$ cat config.mk
export PLATFORM = sky130hd
export DESIGN_NAME = uart_rx
export DESIGN_NICKNAME = d
export VERILOG_FILES = /design/src/rtl/uart_rx.sv
export SDC_FILE = /design/constraint.sdc
export NUM_CORES = 1
export LEC_CHECK = 0
export CAP_MARGIN = 25
export CORE_ASPECT_RATIO = 0.75
export CORE_MARGIN = 2
export CORE_UTILIZATION = 50
export CTS_CLUSTER_DIAMETER = 60
export DETAILED_ROUTE_END_ITERATION = 12
export HOLD_SLACK_MARGIN = 0.03
export PLACE_DENSITY = 0.77
export SETUP_SLACK_MARGIN = 0.05
export SLEW_MARGIN = 10
export SYNTH_ARGS = -nofsm -noshare
export SYNTH_HDL_FRONTEND = slang
export SYNTH_SLANG_ARGS = --single-unit
$ cat constraint.sdc
create_clock -name clk -period 2.15 [get_ports clk]
set_input_delay 0.215 -clock clk [delete_from_list [all_inputs] [get_ports clk]]
set_output_delay 0.215 -clock clk [all_outputs]
set_load 0.03 [all_outputs]
$ cat src/rtl/uart_rx.sv
// uart_rx: receive half of the SoC UART.
//
// Receives asynchronous serial frames (idle high, start 0, 8 data bits LSB
// first, stop 1) and presents each good byte on a valid/read handshake.
// The line is double-flopped before use and every bit is sampled at its
// midpoint. Framing and overrun conditions are reported as sticky flags.
//
// Optional feature macro: UART_RX_PARITY_EN
//   Defined   -> 8-E-1 frames: a parity bit follows the data, and the
//                PARITY_ERR port is present.
//   Undefined -> 8-N-1 frames; no PARITY_ERR port.
//
// Parameters:
//   FREQ      system clock frequency in Hz
//   BAUDRATE  line rate in bit/s; DIV = FREQ / BAUDRATE clocks per bit (>= 4)
//
// Ports:
//   clk         system clock, rising edge
//   reset_n     asynchronous active-low reset
//   RX_Serial   serial line, asynchronous to clk, idle high
//   RX_READ     one-cycle pulse: consumer has taken RX_DATA
//   RX_DATA     last good byte received
//   RX_VALID    byte available; set on good stop bit, cleared by RX_READ
//   RX_BUSY     high whenever the receiver is not idle
//   FRAME_ERR   sticky: stop bit sampled low
//   PARITY_ERR  sticky: parity mismatch (only with UART_RX_PARITY_EN)
//   OVERRUN     sticky: good byte completed while RX_VALID was still set
module uart_rx #(
    parameter int unsigned FREQ     = 100000000,
    parameter int unsigned BAUDRATE = 9600
) (
    input  logic       clk,
    input  logic       reset_n,
    input  logic       RX_Serial,
    input  logic       RX_READ,
    output logic [7:0] RX_DATA,
    output logic       RX_VALID,
    output logic       RX_BUSY,
    output logic       FRAME_ERR,
`ifdef UART_RX_PARITY_EN
    output logic       PARITY_ERR,
`endif
    output logic       OVERRUN
);

    localparam int unsigned DIV = FREQ / BAUDRATE;
    localparam int unsigned CW  = (DIV > 1) ? $clog2(DIV) : 1;

    localparam logic [CW-1:0] CNT_LAST = CW'(DIV - 1);
    localparam logic [CW-1:0] CNT_HALF = CW'(DIV / 2 - 1);

    localparam logic [2:0] IDLE   = 3'd0;
    localparam logic [2:0] START  = 3'd1;
    localparam logic [2:0] DATA   = 3'd2;
    localparam logic [2:0] STOP   = 3'd3;
    localparam logic [2:0] BREAK  = 3'd4;
`ifdef UART_RX_PARITY_EN
    localparam logic [2:0] PARITY = 3'd5;
`endif

    logic          rx_meta_q, rx_sync_q;
    logic [2:0]    state_q, state_d;
    logic [CW-1:0] cnt_q, cnt_d;
    logic [2:0]    idx_q, idx_d;
    logic [7:0]    sh_q, sh_d;
    logic [7:0]    data_q, data_d;
    logic          valid_q, valid_d;
    logic          ferr_q, ferr_d;
    logic          ovr_q, ovr_d;
    logic          good_stop, bad_stop, read_ok;
`ifdef UART_RX_PARITY_EN
    logic          perr_q, perr_d;
    logic          par_fail;
`endif

    // Receive FSM: all decisions use the synchronised line only.
    always_comb begin
        state_d   = state_q;
        idx_d     = idx_q;
        sh_d      = sh_q;
        good_stop = 1'b0;
        bad_stop  = 1'b0;
`ifdef UART_RX_PARITY_EN
        par_fail  = 1'b0;
`endif
        case (state_q)
            IDLE: begin
                if (!rx_sync_q) state_d = START;
            end
            START: begin
                // Mid start bit: a line already back high was only a glitch.
                if (cnt_q == CNT_HALF) begin
                    state_d = rx_sync_q ? IDLE : DATA;
                    idx_d   = 3'd0;
                end
            end
            DATA: begin
                if (cnt_q == CNT_LAST) begin
                    sh_d  = {rx_sync_q, sh_q[7:1]};
                    idx_d = idx_q + 3'd1;
`ifdef UART_RX_PARITY_EN
                    if (idx_q == 3'd7) state_d = PARITY;
`else
                    if (idx_q == 3'd7) state_d = STOP;
`endif
                end
            end
`ifdef UART_RX_PARITY_EN
            PARITY: begin
                if (cnt_q == CNT_LAST) begin
                    par_fail = (^sh_q) ^ rx_sync_q;
                    state_d  = STOP;
                end
            end
`endif
            STOP: begin
                if (cnt_q == CNT_LAST) begin
                    good_stop = rx_sync_q;
                    bad_stop  = !rx_sync_q;
                    state_d   = rx_sync_q ? IDLE : BREAK;
                end
            end
            BREAK: begin
                // A line held low must go high before a new frame can start.
                if (rx_sync_q) state_d = IDLE;
            end
            default: state_d = IDLE;
        endcase

        if ((state_d != state_q) || (cnt_q == CNT_LAST)) begin
            cnt_d = '0;
        end else begin
            cnt_d = cnt_q + CW'(1);
        end
    end

    // Handshake and sticky flags. A completing byte overrides a same-cycle
    // read for VALID, but the read still suppresses OVERRUN.
    always_comb begin
        read_ok = RX_READ && valid_q;
        data_d  = data_q;
        valid_d = valid_q;
        ferr_d  = ferr_q;
        ovr_d   = ovr_q;
`ifdef UART_RX_PARITY_EN
        perr_d  = perr_q;
`endif
        if (read_ok) begin
            valid_d = 1'b0;
            ferr_d  = 1'b0;
            ovr_d   = 1'b0;
`ifdef UART_RX_PARITY_EN
            perr_d  = 1'b0;
`endif
        end
        if (good_stop) begin
            data_d  = sh_q;
            valid_d = 1'b1;
            if (valid_q && !RX_READ) ovr_d = 1'b1;
        end
        if (bad_stop) ferr_d = 1'b1;
`ifdef UART_RX_PARITY_EN
        if (par_fail) perr_d = 1'b1;
`endif
    end

    always_ff @(posedge clk or negedge reset_n) begin
        if (!reset_n) begin
            rx_meta_q <= 1'b1;
            rx_sync_q <= 1'b1;
            state_q   <= IDLE;
            cnt_q     <= '0;
            idx_q     <= 3'd0;
            sh_q      <= 8'h00;
            data_q    <= 8'h00;
            valid_q   <= 1'b0;
            ferr_q    <= 1'b0;
            ovr_q     <= 1'b0;
`ifdef UART_RX_PARITY_EN
            perr_q    <= 1'b0;
`endif
        end else begin
            rx_meta_q <= RX_Serial;
            rx_sync_q <= rx_meta_q;
            state_q   <= state_d;
            cnt_q     <= cnt_d;
            idx_q     <= idx_d;
            sh_q      <= sh_d;
            data_q    <= data_d;
            valid_q   <= valid_d;
            ferr_q    <= ferr_d;
            ovr_q     <= ovr_d;
`ifdef UART_RX_PARITY_EN
            perr_q    <= perr_d;
`endif
        end
    end

    assign RX_DATA    = data_q;
    assign RX_VALID   = valid_q;
    assign RX_BUSY    = (state_q != IDLE);
    assign FRAME_ERR  = ferr_q;
    assign OVERRUN    = ovr_q;
`ifdef UART_RX_PARITY_EN
    assign PARITY_ERR = perr_q;
`endif

endmodule

==> results.py <==
metrics = {
    "drt": {
        "ant_nets": 0,
        "route.detailed.drc": 0,
        "wl_per_cell_um": 17.1,
        "first_pass_iters": 5,
        "num_vias": 1337,
        "wirelength_mm": 3.90,
        "drtIter0Drc": 106,
        "vias_per_cell": 5.86,
    },
    "clock_tree": {
        "cts_tree": "built",
        "path_clk_slew_ns": 0.07,
        "cts_setup_buffers": 0,
        "cts_sinks": 41,
        "holdBufCountCts": 0,
        "h-tree-depth": 2,
        "cts_root_buf": "clkbuf_8",
        "worstSkewPairLatency_ns": 0.30,
        "cts_buffer_depth": 2,
        "cts-buffers-inserted": 5,
    },
    "global_route": {
        "antenna_found_initial": 0,
        "grt.met2_usage_pct": 30.1,
        "grt_usage_pct": 19.6,
        "grt_pass1_wl_mm": 6.64,
        "use_met1_pct": 27.0,
        "grt_pass1_vias": 1355,
        "grtUsageMet3_pct": 4.75,
        "grt_max_degree": 42,
        "grt_overflow": 0,
        "grt-busiest-layer": "met2",
    },
    "timing": {
        "rsz0062_at_grt": "false",
        "tns_ns": 0,
        "worst_slew_pin_slew_ns": 0.879,
        "setup_violations": 0,
        "fin_worst_skew_ns": 0.00877,
        "slew_viol_final": 0,
        "fmax_mhz": 512,
        "period_share_pct": 90.9,
        "hold_viol_final": 0,
        "slew_headroom_pct": 41.4,
        "fin_crit_ns": 1.95,
    },
    "floorplanning": {
        "die_w_um": 77.2,
        "fp.dieH_um": 58.9,
        "start_util_pct": 53.5,
        "io_pins": 16,
        "rows": 19,
        "dieArea_mm2": 0.00454,
        "core_mm2": 0.00376,
    },
    "worst_setup_path": {
        "r2r-end": "cnt_q[10]",
        "cp-start-kind": "flop",
        "arrival_ns": 2.15,
        "path_class": "flop to flop",
        "cp_max_fo": 14,
        "r2r_slack_ns": 0.20,
        "regToRegStartpoint": "cnt_q[0]",
        "rr_worst_depth": 6,
        "cp-end-kind": "flop",
        "cp_data_required_time_ns": 2.35,
    },
    "layout": {
        "fin_nets": 182,
        "drive_above_1_share_pct": 29.0,
        "final_cell_mix": "38 x dfrtp_1, 17 x mux2_2, 14 x clkdlybuf4s50_1, 10 x xor2_1, 10 x a211oi_2",
        "final_cell_area_mm2": 0.00232,
        "syn_to_final_growth_pct": 15.7,
        "final_common_cell": "dfrtp_1",
        "fin_util_pct": 61.9,
        "antenna_cells": 0,
    },
    "flow_run": {
        "drv_cap": 0,
    },
    "power": {
        "leakage_nw": 1.00,
        "seq_power_share_pct": 53.9,
        "swShare_pct": 19.6,
        "clockPowerShare_pct": 44.1,
        "p_int_mw": 1.16,
        "powerDensity_mw_per_mm2": 622,
        "power.total_mw": 1.44,
        "vdd_ir_drop_max_uv": 440,
        "switching_power_mw": 0.283,
        "comb_power_share_pct": 2.0,
    },
    "placement": {
        "gp_congestion": 0.888,
        "place_area_mm2": 0.00221,
        "portBuffers": 15,
        "dpl.hpwl_mm": 2.69,
    },
    "yosys": {
        "synth_edf_count": 0,
        "ys_ff_latch": 41,
        "avgSynthCellArea_um2": 13.0,
        "synth.distinct_cells": 45,
        "synth_nets": 161,
        "yosys_warnings": 0,
        "synthFlopType": "dfrtp_1",
        "synthesis.area_mm2": 0.00201,
        "ys_async_sr_fraction_pct": 100,
        "yosysSeqAreaShare_pct": 51.2,
        "syn_inst": 154,
    },
    "worst_hold_path": {
        "hold_class": "input pin to asynchronous set/reset pin",
    },
    "run_status": {
        "status": "finished, final reports clean",
    },
}
## worst max-delay path, cell delays in order, from the launching register on
cell	delay, ns
dfrtp_1	0.42
ha_1	0.25
and3_1	0.20
and4_4	0.15
a311o_1	0.35
buf_4	0.21
a211oi_2	0.27
## logic make-up after synthesis
family | after synthesis | share of synthesized area [%]
and+or+nand+nor | 42 | 14.7
DFF | 41 | 51.2
AOI/OAI and AO/OA | 29 | 14.2
muxes | 17 | 9.53
xor gates and xnor gates | 12 | 5.23
buffers and inverters | 10 | 3.24
adders and majority gates | 3 | 1.87
## routing by layer
layer	routed length (µm)	share of wire [%]
met5	0	0
met4	67	1.7
met3	148	3.8
met2	1790	46
met1	1900	49
## what timing repair did
action	in CTS	in global routing
gates resized for setup	0	1
hold endpoints to repair	0	0
setup endpoints to repair	0	1
## power by group through the flow
stage                     registers [mW]  logic (mW)  clock network [mW]
final                              0.779      0.0285               0.637
after global routing               0.779      0.0328               0.683
after CTS                          0.779      0.0297               0.646
after detailed placement           0.794      0.0294                   0
after global placement             0.794      0.0285                   0
after floorplan                    0.795     0.00467                   0
## synth_stat cells (2+ instances only)
cell	count	area share, %
xor2_1	10	4.4
dfrtp_1	39	49
nand4_1	6	1.9
buf_6	3	1.7
and4_1	4	1.7
o21ai_0	2	0.50
inv_1	4	0.75
ha_1	3	1.9
nor3_1	2	0.50
and4bb_4	2	1.6
nand3_1	5	1.2
mux2_2	17	9.5
nand2_1	6	1.1
nor2_1	5	0.93
xnor2_1	2	0.87
a22o_1	2	0.87
dfstp_2	2	2.6
a211oi_2	10	6.2
a211oi_1	4	1.5
## layout make-up
class / instances / area, µm²
clock inverter: 1 / 30.0
multi-input combinational: 103 / 915
inverter: 4 / 15.0
tap: 52 / 65.1
fill: 332 / 1430
clock buffer: 7 / 86.3
timing repair buffer: 20 / 183
sequential: 41 / 1030
## per-stage QoR
step | hold WS (ns) | setup WS (ns) | instances
3_5_place_dp | 0.353 | 0.229 | 220
3_3_place_gp | 0.346 | 0.295 | 220
6_report | 0.0344 | 0.196 | 228
4_1_cts | 0.0551 | 0.138 | 228
2_1_floorplan | -0.0806 | 0.278 | 154
5_1_grt | 0.103 | 0.0589 | 228
## flip-flops by register name (all words and copies together) (netlist names), named ones only
register   flops
cnt_q         14
rx_meta_q      1
sh_q           8
state_q        3
RX_VALID       1
RX_DATA        8
idx_q          3
FRAME_ERR      1
rx_sync_q      1
## worst max path at each step
stage / startpoint / slack [ns] / cells past startpoint / end
floorplan: cnt_q[0] / 0.28 / 6 / cnt_q[10]
global route: cnt_q[0] / 0.06 / 6 / sh_q[4]
global placement: cnt_q[0] / 0.30 / 6 / cnt_q[0]
detailed placement: cnt_q[0] / 0.23 / 6 / cnt_q[2]
CTS: state_q[0] / 0.14 / 3 / RX_BUSY
finish: cnt_q[0] / 0.20 / 6 / cnt_q[10]
No activity file was read; power rests on OpenSTA's default activity.
